===== config.mk =====
export PLATFORM = sky130hd
export DESIGN_NAME = fir_mac_scheduler
export DESIGN_NICKNAME = d
export VERILOG_FILES = /design/src/rtl/fir_pkg.sv /design/src/rtl/fir_ring_ptr.sv /design/src/rtl/fir_mac_scheduler.sv
export SDC_FILE = /design/constraint.sdc
export NUM_CORES = 1
export LEC_CHECK = 0
export ABC_AREA = 0
export BUFFER_PORTS_ARGS = -buffer_cell sky130_fd_sc_hd__buf_2
export CAP_MARGIN = 25
export CORE_MARGIN = 3
export CORE_UTILIZATION = 40
export DETAILED_ROUTE_END_ITERATION = 8
export GPL_TIMING_DRIVEN = 0
export PLACE_DENSITY = 0.64
export SYNTH_ARGS = -nofsm -noshare
export SYNTH_HDL_FRONTEND = slang
export SYNTH_SLANG_ARGS = --single-unit

===== constraint.sdc =====
create_clock -name clk -period 2.4 [get_ports clk]
set_clock_uncertainty 0.15 [all_clocks]
set_input_delay 0.24 -clock clk [delete_from_list [all_inputs] [get_ports clk]]
set_output_delay 0.24 -clock clk [all_outputs]
set_load 0.02 [all_outputs]

===== src/rtl/fir_pkg.sv =====
// Shared types and default sizing for the FIR MAC scheduler slice.
package fir_pkg;

    localparam int defaultNTaps      = 9;
    localparam int defaultMulLatency = 2;

    typedef enum logic [2:0] {
        IDLE,
        WRITE,
        MAC,
        DRAIN,
        DONE
    } firState_e;

endpackage


===== src/rtl/fir_ring_ptr.sv =====
// Modulo-NTaps ring arithmetic: head increment and head-minus-tap read address.
module fir_ring_ptr #(
    parameter int NTaps     = 9,
    parameter int AddrWidth = 4
) (
    input  logic [AddrWidth-1:0] head,
    input  logic [AddrWidth-1:0] tapIdx,
    output logic [AddrWidth-1:0] headNext,
    output logic [AddrWidth-1:0] rdAddr
);

    localparam logic [AddrWidth-1:0] lastIdx  = AddrWidth'(NTaps - 1);
    localparam logic [AddrWidth-1:0] ringSize = AddrWidth'(NTaps);

    // Adding NTaps on underflow keeps the result inside 0..NTaps-1 even for non-power-of-two rings.
    always_comb begin
        headNext = (head == lastIdx) ? '0 : head + AddrWidth'(1);
        rdAddr   = head - tapIdx + ((head < tapIdx) ? ringSize : '0);
    end

endmodule


===== src/rtl/fir_mac_scheduler.sv =====
// Sequences one FIR output sample: delay-line write, NTaps MAC reads, multiplier drain, done.
module fir_mac_scheduler
    import fir_pkg::*;
#(
    parameter int   NTaps      = defaultNTaps,
    parameter int   MulLatency = defaultMulLatency,
    localparam int  AddrWidth  = ($clog2(NTaps) > 1) ? $clog2(NTaps) : 1
) (
    input  logic                 clk,
    input  logic                 reset,
    input  logic                 start,
    input  logic                 lock,
    input  logic                 coeffLoadIn,
    output logic                 wrEn,
    output logic [AddrWidth-1:0] wrAddr,
    output logic [AddrWidth-1:0] rdAddr,
    output logic [AddrWidth-1:0] coeffIdx,
    output logic                 accEn,
    output logic                 accClear,
    output logic                 done,
    output logic                 busy,
    output logic                 coeffShiftEn,
    output logic                 overrun
);

    localparam logic [AddrWidth-1:0] lastTap = AddrWidth'(NTaps - 1);

    firState_e state, nextState;

    logic [AddrWidth-1:0] head, headNext, tapIdx, ringRdAddr;
    logic [AddrWidth-1:0] wrAddrHold, rdAddrHold, coeffIdxHold;
    logic                 pending, overrunQ, drainLast;
    logic [MulLatency-1:0] accPipe, clrPipe;

    fir_ring_ptr #(
        .NTaps    (NTaps),
        .AddrWidth(AddrWidth)
    ) ringPtr (
        .head    (head),
        .tapIdx  (tapIdx),
        .headNext(headNext),
        .rdAddr  (ringRdAddr)
    );

    // The last drain cycle is the one where the final MAC token sits alone at the pipe output.
    always_comb begin
        drainLast = accPipe[MulLatency-1];
        for (int k = 0; k < MulLatency - 1; k++) begin
            if (accPipe[k]) drainLast = 1'b0;
        end
    end

    always_comb begin
        nextState = state;
        case (state)
            IDLE:    if ((start || pending) && !lock) nextState = WRITE;
            WRITE:   nextState = MAC;
            MAC:     if (tapIdx == lastTap) nextState = DRAIN;
            DRAIN:   if (drainLast) nextState = DONE;
            DONE:    nextState = IDLE;
            default: nextState = IDLE;
        endcase
    end

    always_ff @(posedge clk or posedge reset) begin
        if (reset) state <= IDLE;
        else       state <= nextState;
    end

    // A start is only kept when it lands in IDLE with the pending slot free; anything else is an overrun.
    always_ff @(posedge clk or posedge reset) begin
        if (reset) begin
            head         <= '0;
            tapIdx       <= '0;
            pending      <= 1'b0;
            overrunQ     <= 1'b0;
            wrAddrHold   <= '0;
            rdAddrHold   <= '0;
            coeffIdxHold <= '0;
        end else begin
            overrunQ <= start && ((state != IDLE) || pending);
            if (state == IDLE) pending <= lock ? (pending || start) : 1'b0;
            case (state)
                WRITE: begin
                    wrAddrHold <= head;
                    tapIdx     <= '0;
                end
                MAC: begin
                    rdAddrHold   <= ringRdAddr;
                    coeffIdxHold <= tapIdx;
                    tapIdx       <= (tapIdx == lastTap) ? '0 : tapIdx + AddrWidth'(1);
                end
                DONE:    head <= headNext;
                default: ;
            endcase
        end
    end

    always_ff @(posedge clk or posedge reset) begin
        if (reset) begin
            accPipe <= '0;
            clrPipe <= '0;
        end else begin
            accPipe[0] <= (state == MAC);
            clrPipe[0] <= (state == MAC) && (tapIdx == '0);
            for (int k = 1; k < MulLatency; k++) begin
                accPipe[k] <= accPipe[k-1];
                clrPipe[k] <= clrPipe[k-1];
            end
        end
    end

    always_comb begin
        wrEn         = (state == WRITE);
        wrAddr       = (state == WRITE) ? head : wrAddrHold;
        rdAddr       = (state == MAC) ? ringRdAddr : rdAddrHold;
        coeffIdx     = (state == MAC) ? tapIdx : coeffIdxHold;
        accEn        = accPipe[MulLatency-1];
        accClear     = clrPipe[MulLatency-1];
        done         = (state == DONE);
        busy         = (state != IDLE);
        coeffShiftEn = coeffLoadIn && (state == IDLE);
        overrun      = overrunQ;
    end

endmodule


# == Word-level counts from Yosys, hierarchy flattened ==
# Cells that the tools add are included.
# W data, S select, Z words.
# word_totals
regBits,29
# classes
n_addsub,4
n_lt_le_gt_ge,1
eq_ne,9
n_mux,13
n_reduce_logical,12
# op_table
op,n
$mux W4,6
$pmux W3 S4,1
$mux W3,3
$add A4 B1 Y4 const B,2
$eq A4 B4 Y1 const B,2
$pmux W4 S2,1
$eq A3 B2 Y1 const B,2
$ne A2 B2 Y1 const B,3
$add A4 B4 Y4,1
$logic_and A1 B1 Y1,4
$logic_not A4 Y1,1
$lt A4 B4 Y1,1
$sub A4 B4 Y4,1
$eq A3 B1 Y1 const B,1
$eq A3 B3 Y1 const B,1
$logic_not A3 Y1,1
$reduce_and A3 Y1,1
$reduce_bool A3 Y1,1
$logic_or A1 B1 Y1,2
$mux W1,2
$reduce_bool A2 Y1,1
$logic_not A1 Y1,1

# == Depth between registers and ports, before layout ==
# logic_depth
ltp_word,4
depth_mapped,13
depth_no_buf,13

# == Hierarchy ==
# Synthesis repeated with hierarchy kept, for this count alone.
# hier_totals
hier_cells,137
hier_area_um2,1544.0
# modules_own_cells
module,n_inst,cells_per_inst,area_per_inst_um2,seq_area_each_um2
fir_mac_scheduler,1,92,1229.9,725.7
fir_ring_ptr,1,45,314.1,0.0

# == Least setup slack after synthesis ==
# Ideal clock, no wire load.
# synth_timing
path_kind,register -> output
from,register head[2]
to,output port rdAddr[3]
arrival_time_ns,2.481
required_time_ns,2.010
slack_ns,-0.471
stages_incl_launch_ff,13
n_path_buf,0
path_cell_list,dfrtp_1 > ha_1 > o21a_1 > nor2_1 > a21oi_1 > ha_1 > inv_1 > ha_1 > a21o_1 > a21oi_1 > xnor2_1 > xnor2_1 > a21oi_1
# synth_via
elab_chain_len,4
elab_cells_between_ends,5
cone_classes,2 x add/sub; 1 x order compare; 2 x mux
# synth_rtl
element,line_no,rtl
from (decl),fir_mac_scheduler.sv:30,"logic [AddrWidth-1:0] head, headNext, tapIdx, ringRdAddr;"
from (signal assigned),fir_mac_scheduler.sv:93,DONE: head <= headNext;
$lt A4 B4 Y1,fir_ring_ptr.sv:18,rdAddr = head - tapIdx + ((head < tapIdx) ? ringSize : '0);
$mux W4,fir_ring_ptr.sv:18,
$add A4 B4 Y4 *,fir_ring_ptr.sv:18,
$mux W4 *,-,
to (decl),fir_mac_scheduler.sv:16,"output logic [AddrWidth-1:0] rdAddr,"
# Every way passes the cells marked *; elsewhere a longest branch is shown, timed or not.

# == Worst setup path in the final report ==
# layout_timing
from,register head[2]
to,output port rdAddr[1]
# layout_via
elab_chain_len,4
# layout_rtl
element,line_no
$lt A4 B4 Y1,fir_ring_ptr.sv:18
$mux W4,fir_ring_ptr.sv:18
$add A4 B4 Y4,fir_ring_ptr.sv:18
$mux W4,-
# No other way between the ends.

==> qor.yml <==
run:
  cap_violations: 0
sta:
  rsz0062_at_grt: "true"
  worst_slew_pin_slew_ns: 0.420
  slew_viol_final: 0
  setup_viol: 7
  fin_ws_ns: -0.668
  max_freq_mhz: 326
  slew_headroom_pct: 72.0
  min_period_ns: 3.07
  fin_hold_ws_ns: 0.206
  hold_viol: 0
  finalCritPeriodShare_pct: 128
die:
  num_rows: 21
  design.die.area_um2: 4350
  die_w_um: 66.0
  coreArea_um2: 3390
  start_util_pct: 42.4
  die_y_um: 66.0
  ios: 24
drt:
  viasPerCell: 4.77
  drt_iter0_drc: 24
  wl_mm: 2.94
  ant_nets: 0
  vias: 1050
  drcViolationCount: 0
  wl_per_cell_um: 13.4
  dr.pass1.iters: 4
cts:
  numClockSinks: 29
  clk_latency_ns: 0.33
  htreeDepth: 2
  clockBufferDepth: 2
  cts-root-buf: "clkbuf_4"
  cts_tree: "built"
  cts_made_buffers: 5
  clkSlewWorstSetupHoldPaths_ns: 0.08
grt:
  grt_start_max_net_pins: 22
  grt_pass1_vias: 1039
  antenna_found_initial: 0
  grt_first_pass_wirelength_mm: 4.80
  overflow: 0
  global_route.usage.total_pct: 15.0
power:
  p_sw_mw: 1.24
  power.density_nw_per_um2: 1540
  leakagePower_nw: 0.932
  pwr-share-comb_pct: 63.1
  peakVddDrop_v: 0.000736
  power_mw: 2.99
  p_int_mw: 1.74
  swShare_pct: 41.7
  clkPwrFrac_pct: 9.8
  pwr-share-seq_pct: 27.1
place:
  placed_cells: 197
  io_buffers: 23
  dpl_worst_slack_ns: -0.545
  gp_congestion: 0.836
  hpwl_mm: 1.89
yosys:
  syn_nets: 144
  synth_cell_type_count: 26
  yosysWarnings: 0
  syn_avg_cell_area_um2: 11.3
  seq_area_frac_synth_pct: 50.5
  synthCells: 127
  syn_area_um2: 1440
  ys_ff_latch: 29
critical_path:
  crit_path_start_kind: "flop"
  cp.required_ns: 2.01
  ff2ff_setup_slack_ns: -0.16
  end_kind: "output pin"
  criticalPathCategory: "flop to output pin"
  reg2reg_depth: 13
  critical_path_arrival_ns: 2.68
  worstPathMaxFanout: 2
layout:
  final_cell_count_no_fill: 220
  area_delta_synth_final_pct: 34.7
  fillerInstances: 306
  nets: 191
  drive_gt1_share_pct: 44.3
  antennaDiodeCount: 0
outcome:
  violations: "setup timing"
  outcome: "finished with violations"
worst_hold_path:
  whs_path_depth: 0
  hold_path_class: "flop to flop"
## Yosys cell counts
| cell type | n | area [um2] |
|---|---|---|
| xnor2_1 | 5 | 43.8 |
| and4_1 | 1 | 8.76 |
| o21a_1 | 2 | 15.0 |
| ha_1 | 11 | 138 |
| nor3b_4 | 2 | 37.5 |
| mux2_4 | 2 | 30.0 |
| o21ai_0 | 9 | 45.0 |
| nand3b_1 | 1 | 7.51 |
| nor2b_1 | 1 | 6.26 |
| fa_1 | 1 | 20.0 |
| nor3_1 | 3 | 15.0 |
| buf_2 | 1 | 5.00 |
| nor3b_1 | 1 | 7.51 |
| dfrtp_1 | 29 | 726 |
| nand2_1 | 9 | 33.8 |
| o21ai_1 | 2 | 10.0 |
| inv_1 | 12 | 45.0 |
| nor2_1 | 10 | 37.5 |
| nand3_1 | 3 | 15.0 |
| a22o_1 | 2 | 17.5 |
| mux2_2 | 9 | 101 |
| buf_6 | 1 | 11.3 |
| and4b_1 | 1 | 10.0 |
| a21o_1 | 2 | 15.0 |
| and2_1 | 1 | 6.26 |
| a21oi_1 | 6 | 30.0 |
## state kept, by name, summed over array words and instances, names as in the netlist
| name | cells |
|---|---|
| accPipe | 2 |
| overrun | 1 |
| state | 3 |
| clrPipe | 2 |
| tapIdx | 4 |
| rdAddrHold | 4 |
| wrAddrHold | 4 |
| pending | 1 |
| coeffIdxHold | 4 |
| head | 4 |
## through the flow
step | area [um2] | setup TNS [ns] | util (%)
final | 1940 | -2.49 | 57.1
after global placement | 1640 | -2.10 | 48.4
after global routing | 1940 | -3.38 | 57.1
after detailed placement | 1670 | -2.33 | 49.2
after floorplan | 1470 | -1.55 | -
after CTS | 1900 | -2.46 | 56.0
## cell usage in the layout, fill, tap and decap left out, drive strengths merged, types with 5 or more instances in the layout
cell and n:
inv 12, a21oi 6, o21ai 11, mux2 11, dfrtp 29, ha 11, clkbuf 7, xnor2 5
nor2 10, nand2 9, buf 39
## logic make-up (layout without fill, tap and decap cells)
logic type,count (synthesis),after routing,synth area share (%)
DFF,29,29,50.5
adders and majority gates,12,12,11.0
buffers and inverters,14,61,4.26
AOI/OAI and AO/OA,23,23,9.22
and+or+nand+nor,33,33,12.9
muxes,11,11,9.14
xor gates and xnor gates,5,5,3.05
## final timing paths
path	from	end
worst min register to register	clrPipe[0]	clrPipe[1]
worst max register to register	head[2]	rdAddrHold[3]
worst max-delay path	head[2]	rdAddr[1]
worst min-delay path	clrPipe[0]	clrPipe[1]
min in group asynchronous	reset	wrAddrHold[1]
max in group asynchronous	reset	head[3]
## layer usage
| layer | part of all wire [%] | track usage (%) | wire (um) |
|---|---|---|---|
| met1 | 43 | 17.9 | 1260 |
| met2 | 51 | 24.0 | 1500 |
| met5 | 0 | 0 | 0 |
| met3 | 4.1 | 4.76 | 122 |
| met4 | 1.8 | 7.87 | 54 |
## layout make-up
class / instances / area [um2] / share of cell area (%)
clock buffer: 7 / 55.1 / 2.84
multi-input combinational: 84 / 743 / 38.4
inverter: 12 / 47.5 / 2.45
tap: 46 / 57.6 / 2.97
buffer: 2 / 16.3 / 0.840
timing repair buffer: 40 / 288 / 14.9
sequential: 29 / 729 / 37.7
## worst max-delay path, cell delays in order (launching register included)
cell and delay [ns]:
dfrtp_2 0.44, ha_4 0.25, o21a_1 0.18, nor2_2 0.13
a21oi_2 0.06, ha_4 0.27, inv_2 0.03, ha_4 0.15
fa_1 0.43, mux2_4 0.28, buf_6 0.13
## power by group through the flow
stage / combinational, mW / sequential (mW) / clock, mW
2_1_floorplan: 1.18 / 0.809 / 0
3_3_place_gp: 1.50 / 0.814 / 0
3_5_place_dp: 1.54 / 0.824 / 0
4_1_cts: 1.83 / 0.811 / 0.300
5_1_grt: 2.08 / 0.833 / 0.323
6_report: 1.89 / 0.809 / 0.292
## what timing repair did
item / 4_1_cts / 5_1_grt
hold buffers: 3 / 0
endpoints found under the setup margin: 7 / 7
buffers inserted: 10 / 4
gates resized for setup: 17 / 3
pin swaps: 9 / 9
endpoints found under the hold margin: 10 / 0
(Power assumes the default switching activity.)
